## config.mk

```make
export PLATFORM = sky130hd
export DESIGN_NAME = fifo_rd_serializer
export DESIGN_NICKNAME = d
export VERILOG_FILES = /design/src/rtl/fifo_rd_serializer.sv
export SDC_FILE = /design/constraint.sdc
export NUM_CORES = 1
export LEC_CHECK = 0
export BUFFER_PORTS_ARGS = -buffer_cell sky130_fd_sc_hd__buf_4
export CAP_MARGIN = 10
export CORE_MARGIN = 5
export CORE_UTILIZATION = 40
export DETAILED_ROUTE_END_ITERATION = 8
export HOLD_SLACK_MARGIN = 0.12
export SLEW_MARGIN = 40
export SYNTH_ARGS = -nofsm -noshare
export SYNTH_HDL_FRONTEND = slang
export SYNTH_SLANG_ARGS = --single-unit
```

## constraint.sdc

```tcl
create_clock -name clk -period 4.7 [get_ports clk]
set_input_delay 0.94 -clock clk [delete_from_list [all_inputs] [get_ports clk]]
set_output_delay 0.94 -clock clk [all_outputs]
set_load 0.02 [all_outputs]
```

## src/rtl/fifo_rd_serializer.sv

```systemverilog
// fifo_rd_serializer
//
// Pops words from a synchronous FIFO one at a time and shifts each one out, one bit per
// accepted beat, on a valid/ready serial interface with first/last framing. A saturating
// counter of completed words is kept for the scoreboard.
//
// Optional feature: define SER_PARITY_EN to append one even-parity beat (XOR of all data
// bits) after the data beats; ser_last then moves onto the parity beat.
//
// Ports:
//   clk, rst_n         clock (rising edge), asynchronous active-low reset
//   enable             permits new pops, sampled in IDLE only
//   fifo_empty         FIFO empty flag, sampled in IDLE only
//   fifo_dout          FIFO read data, valid the cycle after fifo_rd_en is sampled
//   fifo_rd_en         one-cycle read pulse per word
//   ser_ready          sink accepts the current beat
//   ser_valid          current beat is valid
//   ser_data           serial bit
//   ser_first/last     framing flags on the first/last beat of a word
//   busy               high in any state other than IDLE
//   words_sent         completed words, saturating at all-ones
module fifo_rd_serializer #(
  parameter int unsigned FIFO_WIDTH = 16,
  parameter bit          MSB_FIRST  = 1'b1,
  parameter int unsigned CNT_WIDTH  = 16
) (
  input  logic                  clk,
  input  logic                  rst_n,
  input  logic                  enable,
  input  logic                  fifo_empty,
  input  logic [FIFO_WIDTH-1:0] fifo_dout,
  output logic                  fifo_rd_en,
  input  logic                  ser_ready,
  output logic                  ser_valid,
  output logic                  ser_data,
  output logic                  ser_first,
  output logic                  ser_last,
  output logic                  busy,
  output logic [CNT_WIDTH-1:0]  words_sent
);

  // Wide enough to count the parity beat as well.
  localparam int unsigned CntBits = $clog2(FIFO_WIDTH + 1);

`ifdef SER_PARITY_EN
  localparam logic [CntBits-1:0] BeatLast = CntBits'(FIFO_WIDTH);
`else
  localparam logic [CntBits-1:0] BeatLast = CntBits'(FIFO_WIDTH - 1);
`endif

  typedef enum logic [1:0] {
    StIdle,
    StPop,
    StLoad,
    StShift
  } state_e;

  state_e                state_q, state_d;
  logic                  rd_en_q, rd_en_d;
  logic                  valid_q, valid_d;
  logic                  busy_q, busy_d;
  logic                  data_q, data_d;
  logic                  first_q, first_d;
  logic                  last_q, last_d;
  logic [FIFO_WIDTH-1:0] shift_q, shift_d;
  logic [CntBits-1:0]    cnt_q, cnt_d;
  logic [CNT_WIDTH-1:0]  words_q, words_d;
`ifdef SER_PARITY_EN
  logic                  parity_q, parity_d;
`endif

  logic [FIFO_WIDTH-1:0] shift_nxt;
  logic [CntBits-1:0]    cnt_inc;

  // Bit presented on the wire for a given shift-register value.
  function automatic logic head_bit(input logic [FIFO_WIDTH-1:0] v);
    return MSB_FIRST ? v[FIFO_WIDTH-1] : v[0];
  endfunction

  always_comb begin
    state_d   = state_q;
    rd_en_d   = 1'b0;
    valid_d   = valid_q;
    busy_d    = busy_q;
    data_d    = data_q;
    first_d   = first_q;
    last_d    = last_q;
    shift_d   = shift_q;
    cnt_d     = cnt_q;
    words_d   = words_q;
`ifdef SER_PARITY_EN
    parity_d  = parity_q;
`endif
    shift_nxt = MSB_FIRST ? (shift_q << 1) : (shift_q >> 1);
    cnt_inc   = cnt_q + CntBits'(1);

    unique case (state_q)
      StIdle: begin
        if (enable && !fifo_empty) begin
          state_d = StPop;
          rd_en_d = 1'b1;
          busy_d  = 1'b1;
        end
      end
      StPop: begin
        state_d = StLoad;
      end
      StLoad: begin
        // The FIFO updated fifo_dout on the edge that sampled rd_en, so it is valid now.
        state_d = StShift;
        shift_d = fifo_dout;
        cnt_d   = '0;
        valid_d = 1'b1;
        first_d = 1'b1;
        last_d  = (BeatLast == '0);
        data_d  = head_bit(fifo_dout);
`ifdef SER_PARITY_EN
        parity_d = ^fifo_dout;
`endif
      end
      StShift: begin
        // valid is always high here, so ready alone qualifies a transfer.
        if (ser_ready) begin
          if (cnt_q == BeatLast) begin
            state_d = StIdle;
            valid_d = 1'b0;
            busy_d  = 1'b0;
            data_d  = 1'b0;
            first_d = 1'b0;
            last_d  = 1'b0;
            cnt_d   = '0;
            shift_d = '0;
            if (words_q != '1) begin
              words_d = words_q + CNT_WIDTH'(1);
            end
          end else begin
            shift_d = shift_nxt;
            cnt_d   = cnt_inc;
            first_d = 1'b0;
            last_d  = (cnt_inc == BeatLast);
`ifdef SER_PARITY_EN
            data_d  = (cnt_inc == BeatLast) ? parity_q : head_bit(shift_nxt);
`else
            data_d  = head_bit(shift_nxt);
`endif
          end
        end
      end
      default: begin
        state_d = StIdle;
      end
    endcase
  end

  always_ff @(posedge clk or negedge rst_n) begin
    if (!rst_n) begin
      state_q  <= StIdle;
      rd_en_q  <= 1'b0;
      valid_q  <= 1'b0;
      busy_q   <= 1'b0;
      data_q   <= 1'b0;
      first_q  <= 1'b0;
      last_q   <= 1'b0;
      shift_q  <= '0;
      cnt_q    <= '0;
      words_q  <= '0;
`ifdef SER_PARITY_EN
      parity_q <= 1'b0;
`endif
    end else begin
      state_q  <= state_d;
      rd_en_q  <= rd_en_d;
      valid_q  <= valid_d;
      busy_q   <= busy_d;
      data_q   <= data_d;
      first_q  <= first_d;
      last_q   <= last_d;
      shift_q  <= shift_d;
      cnt_q    <= cnt_d;
      words_q  <= words_d;
`ifdef SER_PARITY_EN
      parity_q <= parity_d;
`endif
    end
  end

  assign fifo_rd_en = rd_en_q;
  assign ser_valid  = valid_q;
  assign ser_data   = data_q;
  assign ser_first  = first_q;
  assign ser_last   = last_q;
  assign busy       = busy_q;
  assign words_sent = words_q;

endmodule

```

==> run metrics, run 1 <==
DRC=0; initial antenna violation count=0; DP Area=2510 um2; Sink Count=44; Fmax=446 MHz; Initial Util=41.6%; pin count of the biggest net entering global routing=45; R2R Path Start=cnt_q[0]; clk_skew=0.00631 ns; CTS buffer count=5; synth unique cells=35; P per Cell Area=432 nW/um2; Crit. End Element=flop; flip-flop and latch count after synthesis=44; relative slew slack=55.3%; Tot GR Track Use=12.9%; Global Route met1 Usage=17.0%; Util after Layout=50.7%; Net Sw Frac=33.7%; Worst R2R Path Depth=8; register area=1100 um2; crit path time final=2.24 ns; clk_lat worst skew=0.30 ns; Crit Path Max Fanout=16; Final ANT Viol Nets=0; first-pass GRT wire length=7.50 mm; Hold Fails Final Rpt=0; FP Rows=26; Synth Instances=204; per-cell routed wire length=13.3 um; DR iter-0 viols=47; Worst setup SP type=flop; vias in the first global route=1597; n_diodes=0; Worst path slowest cell=nor2b_2; CTS tree=done; DIE AREA=6950 um2; IO buf count=42; Hold Crit Depth=2; Synth Area in Adders=5.23%; DP Cell Count=308; total grt overflow=0; setup_tns=0 ns; TritonRoute pass-1 iters=4; Sequential Power Share=45.9%; hold_sp=shift_q[12]; worst path cell trace=ha_1 > nand3_1 > inv_1 > ha_1 > nor2b_2 > nand2_1 > nor3_1 > a32o_1; Worst EP required=4.94 ns; drt via density=5.05; Leak=1.22 nW; crit share post-route=47.7%; Post-Synth XOR/XNOR Area=6.51%; measured slew at the worst slew-check pin=0.667 ns; M2 GR Usage=19.6%; DPL Wire Length=2.85 mm; Combinational Power Share=28.9%; NetSw=0.000381 W; mux contribution to synthesized area=2.15%; area grow syn2layout=21.8%; Hold Slack=0.488 ns; Clock Path Buffers=2; via count=1597; Max VDD drop=0.000208 V; GR peak layer=met2; Routed Wire Length=4.19 mm; Finished Layout Cells=316; Most common cell on crit path=ha_1; WS Path Type=flop to flop; Clock transition at path regs=0.09 ns; H-tree Lvls=2; Hold WC Path Type=flop to flop; share of layout cells above drive strength 1=24.8%; RR Endpoint=ser_last; main combinational cell family by area after synthesis=compound AO/OA/AOI/OAI gates; multi-input logic area=972 um2; post-CTS setup buffers=0; num ports=43; Final setup viols=0; RSZ-0062 raised after global routing=false; CTS resizes=0; Mean Syn Cell Area=10.5 um2; Synth Warn #=0; Synth Area in Compound Gates=16.1%; max-cap violations=0; root buffer cell=clkbuf_8; M3 GR Usage=4.75%; core area=5170 um2; Mapped Area=2150 um2; cts hold-fix bufs=0; Worst R2R Setup Slack=2.46 ns; sequential cell area fraction in the yosys report=51.2%; internal power=0.000751 W; Die Width=83.4 um; Clock Power Share=25.2%; worst hold endpoint=shift_q[12]; overall die height=83.4 um; syn nets=234; critical path data arrival time=2.48 ns; final instance area=2620 um2; Max Slew Vio Count=0; Routability Congestion=0.844; Filler cells=489; slowest stage delay, CP=0.56 ns; Synth Area in Simple Gates=14.9%; status=finished, final reports clean; fin nets=275
layout by cell type, fill, tap and decap left out, drive strengths merged:
master	Yosys	layout
and4	3	3
nand2b	1	1
clkinv	0	1
xnor2	15	15
nand4	4	4
a21oi	2	2
nand4b	1	1
a22oi	16	16
mux2i	2	2
clkbuf	3	6
o21ai	28	28
o211ai	1	1
dfrtp	44	44
nor3	2	2
nor2b	1	1
nor2	6	6
a32o	2	2
nand2	30	30
ha	9	9
and3	4	4
bufinv	0	1
xor2	1	1
o2111ai	3	3
nand3	7	7
inv	8	8
o22ai	3	3
mux2	2	2
buf	6	43
registers in the layout (all words and copies together) (netlist names):
register    flops
busy            1
cnt_q           5
fifo_rd_en      1
ser_data        1
ser_first       1
ser_last        1
ser_valid       1
shift_q        15
state_q         2
words_sent     16
power groups by stage:
stage          Clock (W)  Combinational, W  Sequential, W
3_3_place_gp           0          0.000325       0.000525
6_report        0.000285          0.000327       0.000519
3_5_place_dp           0          0.000335       0.000524
4_1_cts         0.000294          0.000333       0.000520
5_1_grt         0.000307          0.000387       0.000532
2_1_floorplan          0          0.000240       0.000526
stage by stage:
stage / total power (W) / setup slack (ns)
after floorplan: 0.000766 / 2.63
after global placement: 0.000850 / 2.16
after detailed placement: 0.000859 / 2.49
after CTS: 0.00115 / 2.45
after global routing: 0.00123 / 2.27
final: 0.00113 / 2.46
cells by family after synthesis:
logic type / Yosys count
xor+xnor: 16
flops: 44
compound gates: 55
fa+ha+maj: 9
mux: 4
simple gates: 59
buf+inv: 17
worst max path at each step:
| stage | startpoint | end | slack, ns | cells past startpoint |
|---|---|---|---|---|
| after CTS | cnt_q[0] | ser_last | 2.45 | 8 |
| after global placement | cnt_q[0] | ser_last | 2.16 | 8 |
| after detailed placement | cnt_q[0] | ser_last | 2.49 | 8 |
| final | cnt_q[0] | ser_last | 2.46 | 8 |
| after floorplan | ser_ready | words_sent[10] | 2.63 | 5 |
| after global routing | cnt_q[0] | ser_last | 2.27 | 8 |
worst max-delay path: cells and delay by family, from the launching register on:
kind	cells	cell delay, ns
AO/OA/AOI/OAI	1	0.18
adder cells (fa/ha/maj)	2	0.47
buffers and inverters	1	0.05
flip-flops	1	0.42
AND/OR/NAND/NOR	4	1.08
cell usage after synthesis, drive strengths merged:
master	count	area share (%)
and3	4	1.9
mux2	2	1.2
a32o	2	0.93
inv	8	1.4
o2111ai	3	1.2
a22oi	16	5.6
xor2	1	0.41
and4	3	1.3
nand2	30	5.2
buf	6	2.0
dfrtp	44	51
xnor2	15	6.1
nand4b	1	0.41
nand4	4	1.9
ha	9	5.2
nand2b	1	0.29
o211ai	1	0.35
mux2i	2	0.93
a21oi	2	0.47
nor3	2	0.70
o21ai	28	6.7
o22ai	3	0.87
nor2	6	1.0
nand3	7	1.9
nor2b	1	0.29
clkbuf	3	0.58
per-layer routing:
| metal | part of all wire [%] | wire, um | vias to the layer above |
|---|---|---|---|
| li1 | - | - | 805 |
| met1 | 48 | 2000 | 750 |
| met2 | 45 | 1880 | 35 |
| met3 | 6.0 | 250 | 7 |
| met4 | 1.3 | 55 | 0 |
| met5 | 0 | 0 | - |
layout make-up:
| cell class | instances | area share, % |
|---|---|---|
| clock buffer | 6 | 2.77 |
| clock inverter | 2 | 1.34 |
| inverter | 8 | 1.15 |
| multi-input combinational | 143 | 37.1 |
| sequential | 44 | 42.0 |
| tap | 70 | 3.34 |
| timing repair buffer | 43 | 12.3 |
(Power assumes the default switching activity.)
==> run 2: changes to the inputs <==
- ABC_AREA: not set -> 1
- clock period: 4.7 -> 1.8 ns (I/O delays scaled with it)
==> run 2 against run 1 <==
Effect of this change:
- first-iteration DRC count increased by 26%
- sequential power increased to 2.6 times the previous value
- utilization increased by 1.1 points
- sequential share of layout area decreased by 5.9 points
- clock skew increased by 0.0047 ns
- non-clock buffer count increased by 9
- global-route usage increased by 2.1 points
- synthesized cell count increased by 48%
- register-to-register slack got worse by 2.3 ns
- critical endpoint is now words_sent[14]
- largest cell class is now multi-input combinational cells
==> run metrics, run 2 <==
status=finished, final reports clean; core area=5890 um2 (+14%); fin nets=382 (+39%); leading cell types in the layout, fill and taps excluded=nand2_1 (100), buf_4 (48), dfrtp_1 (44); FFs w/ async S/R, synth=100% (unchanged); syn nets=332 (+42%); initial antenna violation count=0 (unchanged); clk_skew=0.0110 ns (+0.00465 ns); area grow syn2layout=25.9%; Leak=1.48 nW (+22%); top cell type's share of synthesized area=45.5% (-5.7 points); Sink Count=44 (unchanged); max-cap violations=0 (unchanged); DRC=0 (unchanged); hold_sp=fifo_empty; share of layout cells above drive strength 1=21.2% (-3.6 points); Initial Util=41.1% (-0.49 points); Synth Warn #=0 (unchanged); root buffer cell=clkbuf_8; n_diodes=0 (unchanged); Clock transition at path regs=0.08 ns (about the same); Worst setup SP type=flop; Clock Power Share=29.0% (+3.8 points); Hold WC Path Type=primary input to flop; Largest register FFs=16 (unchanged); Crit Path Max Fanout=15 (-1); drt via density=4.86 (-3.9%); vias in the first global route=2076 (+30%); FP Rows=28 (+7.7%); Synth Instances=302 (+48%); Final ANT Viol Nets=0 (unchanged); Worst R2R Setup Slack=0.17 ns (-2.29 ns); WS Path Type=flop to flop; most common cell after layout, fill and taps aside=nand2_1; Tot GR Track Use=15.0% (+2.1 points); largest area contributor in the netlist=dfrtp_1; Worst R2R Path Depth=11 (+3); Fmax=614 MHz (+38%); internal power=0.00243 W (+220%); via count=2079 (+30%); relative slew slack=62.2% (+6.9 points); measured slew at the worst slew-check pin=0.566 ns (-0.101 ns); NetSw=0.00117 W (+210%); Max VDD drop=0.000647 V (+210%); total grt overflow=0 (unchanged); per-cell routed wire length=12.3 um (-7.1%); Max Slew Vio Count=0 (unchanged); Final setup viols=0 (unchanged); Hold Slack=0.234 ns (-0.254 ns); Routed Wire Length=5.27 mm (+26%); sequential cell area fraction in the yosys report=45.5% (-5.7 points); Worst EP required=2.03 ns (-2.91 ns); worst hold endpoint=fifo_rd_en; Hold Fails Final Rpt=0 (unchanged); Hold Crit Depth=2 (unchanged); top cells by area, synth=dfrtp_1 (46%), nand2_1 (16%), nand3_1 (5.8%); Crit. End Element=flop; crit path time final=1.63 ns (-0.615 ns); Routability Congestion=0.831 (-1.5%); P per Cell Area=1180 nW/um2 (+170%); Tot Pwr=0.00360 W (+220%); Clock Path Buffers=2 (unchanged); num ports=43 (unchanged); CTS buffer count=5 (unchanged); critical path data arrival time=1.86 ns (-0.62 ns); pin count of the biggest net entering global routing=45 (unchanged); flip-flop and latch count after synthesis=44 (unchanged); clk_lat worst skew=0.30 ns (about the same); Filler cells=582 (+19%); DPL Wire Length=3.75 mm (+32%); Die Width=87.8 um (+5.3%); synth unique cells=29 (-17%); overall die height=87.8 um (+5.3%); Sequential Power Share=38.1% (-7.8 points); Combinational Power Share=33.0% (+4.1 points); CTS tree=done; Mean Syn Cell Area=8.01 um2 (-24%); IO buf count=42 (unchanged); Most used DFF post-synth=dfrtp_1; crit share post-route=90.4% (+43 points); Post-synth EDFFs=0 (unchanged); Net Sw Frac=32.5% (-1.1 points); count leader, synth=nand2_1; TritonRoute pass-1 iters=4 (unchanged); DR iter-0 viols=59 (+26%); H-tree Lvls=2 (unchanged); RR Endpoint=words_sent[14]; first-pass GRT wire length=9.23 mm (+23%); DIE AREA=7710 um2 (+11%); Mapped Area=2420 um2 (+12%); R2R Path Start=cnt_q[0]; synth cell count leaders=nand2_1 (100), dfrtp_1 (44), nor2_1 (29)
-- run 2: per-layer routing --
metal	GRT usage (%)	wire length (um)	share of wire (%)	vias up
met4	4.88	86	1.6	0
met1	18.8	2360	45	953
li1	-	-	-	1077
met3	3.57	284	5.4	8
met2	25.5	2540	48	41
met5	0	0	0	-
-- run 2: critical path, stage by stage (launching register included) --
cell     delay (ns)
dfrtp_1        0.38
ha_1           0.19
nand3_1        0.11
inv_1          0.07
ha_1           0.17
inv_2          0.07
nor2_4         0.14
inv_2          0.07
nor2_4         0.12
buf_12         0.14
nand2_1        0.05
nand2_1        0.06
-- run 2: cell type report --
cell class	count	area (um2)	area share [%]
well taps	75	93.8	3.08
inverters	25	97.6	3.20
clock inverters	3	90.1	2.96
flip-flops and latches	44	1100	36.1
clock buffers	5	68.8	2.26
repair buffers	52	430	14.1
multi-input cells	224	1160	38.2
-- run 2: worst max path at each step --
stage                           endpoint      from  slack, ns
after detailed placement  words_sent[10]  cnt_q[1]       0.01
after CTS                 words_sent[14]  cnt_q[1]       0.02
after floorplan               shift_q[5]  cnt_q[1]       0.19
after global placement    words_sent[15]  cnt_q[1]       0.09
final                     words_sent[14]  cnt_q[0]       0.17
after global routing      words_sent[14]  cnt_q[0]     -0.006
-- run 2: kinds of logic (layout without fill, tap and decap cells) --
group / Yosys count / in the layout / share of synthesized area, %
simple gates: 176 / 176 / 32.6
flops: 44 / 44 / 45.5
buf+inv: 34 / 85 / 6.36
compound gates: 30 / 30 / 7.60
fa+ha+maj: 9 / 9 / 4.65
xor+xnor: 9 / 9 / 3.26
-- run 2: power groups by stage --
stage / sequential, W / combinational, W / clock, W
finish: 0.00137 / 0.00119 / 0.00104
global route: 0.00141 / 0.00137 / 0.00112
CTS: 0.00138 / 0.00118 / 0.00108
detailed placement: 0.00139 / 0.00119 / 0
global placement: 0.00139 / 0.00115 / 0
floorplan: 0.00141 / 0.000797 / 0
-- run 2: repair_timing --
item                                    CTS  global route
cloned                                    0             0
setup buffers                             0             2
pin swaps                                 1             2
hold buffers                              1             0
endpoints found under the hold margin    44             0
endpoints found under the setup margin    1            15
resized for setup                         0             0
-- run 2: metrics by stage --
step	instance area, um2	setup slack [ns]	utilization (%)	setup TNS [ns]	cells
after floorplan	2420	0.189	-	0	302
after global placement	2850	0.0876	48.4	0	417
after detailed placement	2850	0.0128	48.4	0	417
after CTS	3020	0.0200	51.3	0	426
after global routing	3050	-0.00592	51.8	-0.00783	428
final	3050	0.172	51.8	0	428
==> run 3: changes to the inputs <==
- CORE_UTILIZATION: 40 -> 50
- PLACE_DENSITY: not set -> 0.73
- clock period: 1.8 -> 1.5 ns (I/O delays scaled with it)
==> run 3 against run 2 <==
Effect of this change:
- die area fell by 18%
- non-clock buffer count rose by 19
- design area rose by 4.4%
- via count rose by 7.1%
- cell count rose by 2.8%
- flip-flop and latch count did not move
- wire length rose by 5.3%
- sequential power rose by 20%
- clock-buffer cell count rose by 1
- critical path type unchanged
- largest power group unchanged
==> run metrics, run 3 (synthesized netlist as in run 2, its figures left out) <==
P per Cell Area=1260 nW/um2 (+6.7%); RR Endpoint=words_sent[1]; max-cap violations=0 (unchanged); Sink Count=44 (unchanged); Clock Path Buffers=2 (unchanged); drt via density=5.06 (+4.2%); TritonRoute pass-1 iters=4 (unchanged); clk_lat worst skew=0.30 ns (about the same); worst hold endpoint=fifo_rd_en; Net Sw Frac=36.2% (+3.6 points); Crit Path Max Fanout=8 (-7); Tot GR Track Use=19.3% (+4.3 points); DIE AREA=6330 um2 (-18%); internal power=0.00256 W (+5.4%); crit share post-route=99.7% (+9.3 points); Leak=1.55 nW (+4.8%); per-cell routed wire length=12.6 um (+2.4%); Clock Power Share=19.3% (-9.7 points); Hold Crit Depth=2 (unchanged); final instance area=3180 um2 (+4.4%); Tot Pwr=0.00401 W (+11%); RSZ-0062 raised after global routing=true; Worst setup SP type=flop; Combinational Power Share=39.5% (+6.5 points); first-pass GRT wire length=9.59 mm (+3.9%); IO buf count=42 (unchanged); relative slew slack=62.7% (+0.48 points); Worst R2R Setup Slack=0.004 ns (-0.17 ns); critical path data arrival time=1.69 ns (-0.17 ns); WS Path Type=flop to flop; Sequential Power Share=41.2% (+3.1 points); setup_tns=0 ns (unchanged); pin count of the biggest net entering global routing=45 (unchanged); Hold WC Path Type=primary input to flop; vias in the first global route=2086 (+0.48%); initial antenna violation count=0 (unchanged); fin nets=402 (+5.2%); n_diodes=0 (unchanged); Die Width=79.6 um (-9.4%); DRC=0 (unchanged); Max VDD drop=0.000886 V (+37%); clk_skew=0.00772 ns (-0.00324 ns); H-tree Lvls=2 (unchanged); Routability Congestion=0.853 (+2.7%); Initial Util=51.2% (+10 points); most common cell after layout, fill and taps aside=nand2_1; Final ANT Viol Nets=0 (unchanged); DR iter-0 viols=82 (+39%); Routed Wire Length=5.55 mm (+5.3%); Max Slew Vio Count=0 (unchanged); total grt overflow=0 (unchanged); num ports=43 (unchanged); share of layout cells above drive strength 1=28.7% (+7.4 points); measured slew at the worst slew-check pin=0.559 ns (-0.00724 ns); Hold Slack=0.178 ns (-0.0568 ns); via count=2226 (+7.1%); Final setup viols=0 (unchanged); DPL Wire Length=3.88 mm (+3.5%); FP Rows=25 (-11%); Worst R2R Path Depth=10 (-1); overall die height=79.6 um (-9.4%); NetSw=0.00145 W (+24%); status=finished, final reports clean; area grow syn2layout=31.4%; leading cell types in the layout, fill and taps excluded=nand2_1 (98), buf_4 (66), dfrtp_1 (42); Largest register FFs=16 (unchanged); Clock transition at path regs=0.08 ns (about the same); core area=4720 um2 (-20%); root buffer cell=clkbuf_8; R2R Path Start=cnt_q[1]; hold_sp=fifo_empty; DP Area=2990 um2 (+5.0%); crit path time final=1.50 ns (-0.132 ns); Crit. End Element=flop; Hold Fails Final Rpt=0 (unchanged); Worst EP required=1.69 ns (-0.34 ns); Fmax=669 MHz (+8.8%); CTS tree=done; CTS buffer count=5 (unchanged)
[run 3: cell count changes in the layout (fill, tap and decap cells not counted), sizes merged]
| cell | delta |
|---|---|
| clkbuf | +2 |
| clkinv | +2 |
| buf | +18 |
| bufinv | -3 |
| o21ai | +1 |
[run 3: power groups by stage]
stage / Combinational, W / Sequential (W) / Clock [W]
3_5_place_dp: 0.00143 / 0.00167 / 0
2_1_floorplan: 0.000957 / 0.00170 / 0
4_1_cts: 0.00144 / 0.00165 / 0.000793
3_3_place_gp: 0.00140 / 0.00166 / 0
5_1_grt: 0.00180 / 0.00169 / 0.000846
6_report: 0.00158 / 0.00165 / 0.000774
[run 3: final cells by class]
type / instances / area [um2]
Fill cell: 408 / 1540
Multi-Input combinational cell: 225 / 1220
Clock inverter: 2 / 10.0
Timing Repair Buffer: 71 / 582
Inverter: 25 / 100
Sequential cell: 44 / 1100
Clock buffer: 6 / 82.6
Tap cell: 67 / 83.8
[run 3: worst max-delay path by stage]
stage	startpoint	end	slack (ns)	depth (start not counted)
after CTS	cnt_q[0]	words_sent[13]	-0.02	10
final	cnt_q[1]	words_sent[1]	0.004	10
after floorplan	cnt_q[1]	words_sent[4]	-0.02	11
after global placement	cnt_q[0]	words_sent[7]	0.003	10
after detailed placement	cnt_q[1]	words_sent[13]	-0.05	10
after global routing	cnt_q[1]	words_sent[4]	-0.12	11
[run 3: per-layer routing]
metal | up-vias | share of wire, % | track usage, %
met2 | 51 | 50 | 30.6
met1 | 1045 | 44 | 26.5
li1 | 1124 | - | -
met5 | - | 0 | 0
met4 | 0 | 1.3 | 5.67
met3 | 6 | 4.8 | 4.18
[run 3: repair_timing]
action / in CTS / in global routing
resized for setup: 4 / 6
endpoints found under the hold margin: 44 / 0
pin swaps: 13 / 6
buffers inserted: 2 / 1
cloned: 1 / 1
hold buffers: 1 / 0
endpoints found under the setup margin: 18 / 33
[run 3: stage by stage]
stage | setup WS (ns) | utilization [%] | cells
after floorplan | -0.0213 | - | 302
after global placement | 0.00330 | 63.4 | 426
after detailed placement | -0.0475 | 63.4 | 426
after CTS | -0.0200 | 66.4 | 438
after global routing | -0.119 | 67.3 | 440
final | 0.00436 | 67.3 | 440
[run 3: worst max-delay path, cell delays in order (launching register included)]
cell and delay, ns:
dfrtp_1 0.36, ha_2 0.19, nand3_2 0.10, inv_2 0.09, ha_4 0.14, inv_4 0.04
nor2_4 0.09, buf_6 0.14, o21ai_4 0.10, nand2_1 0.10, nand2_1 0.05
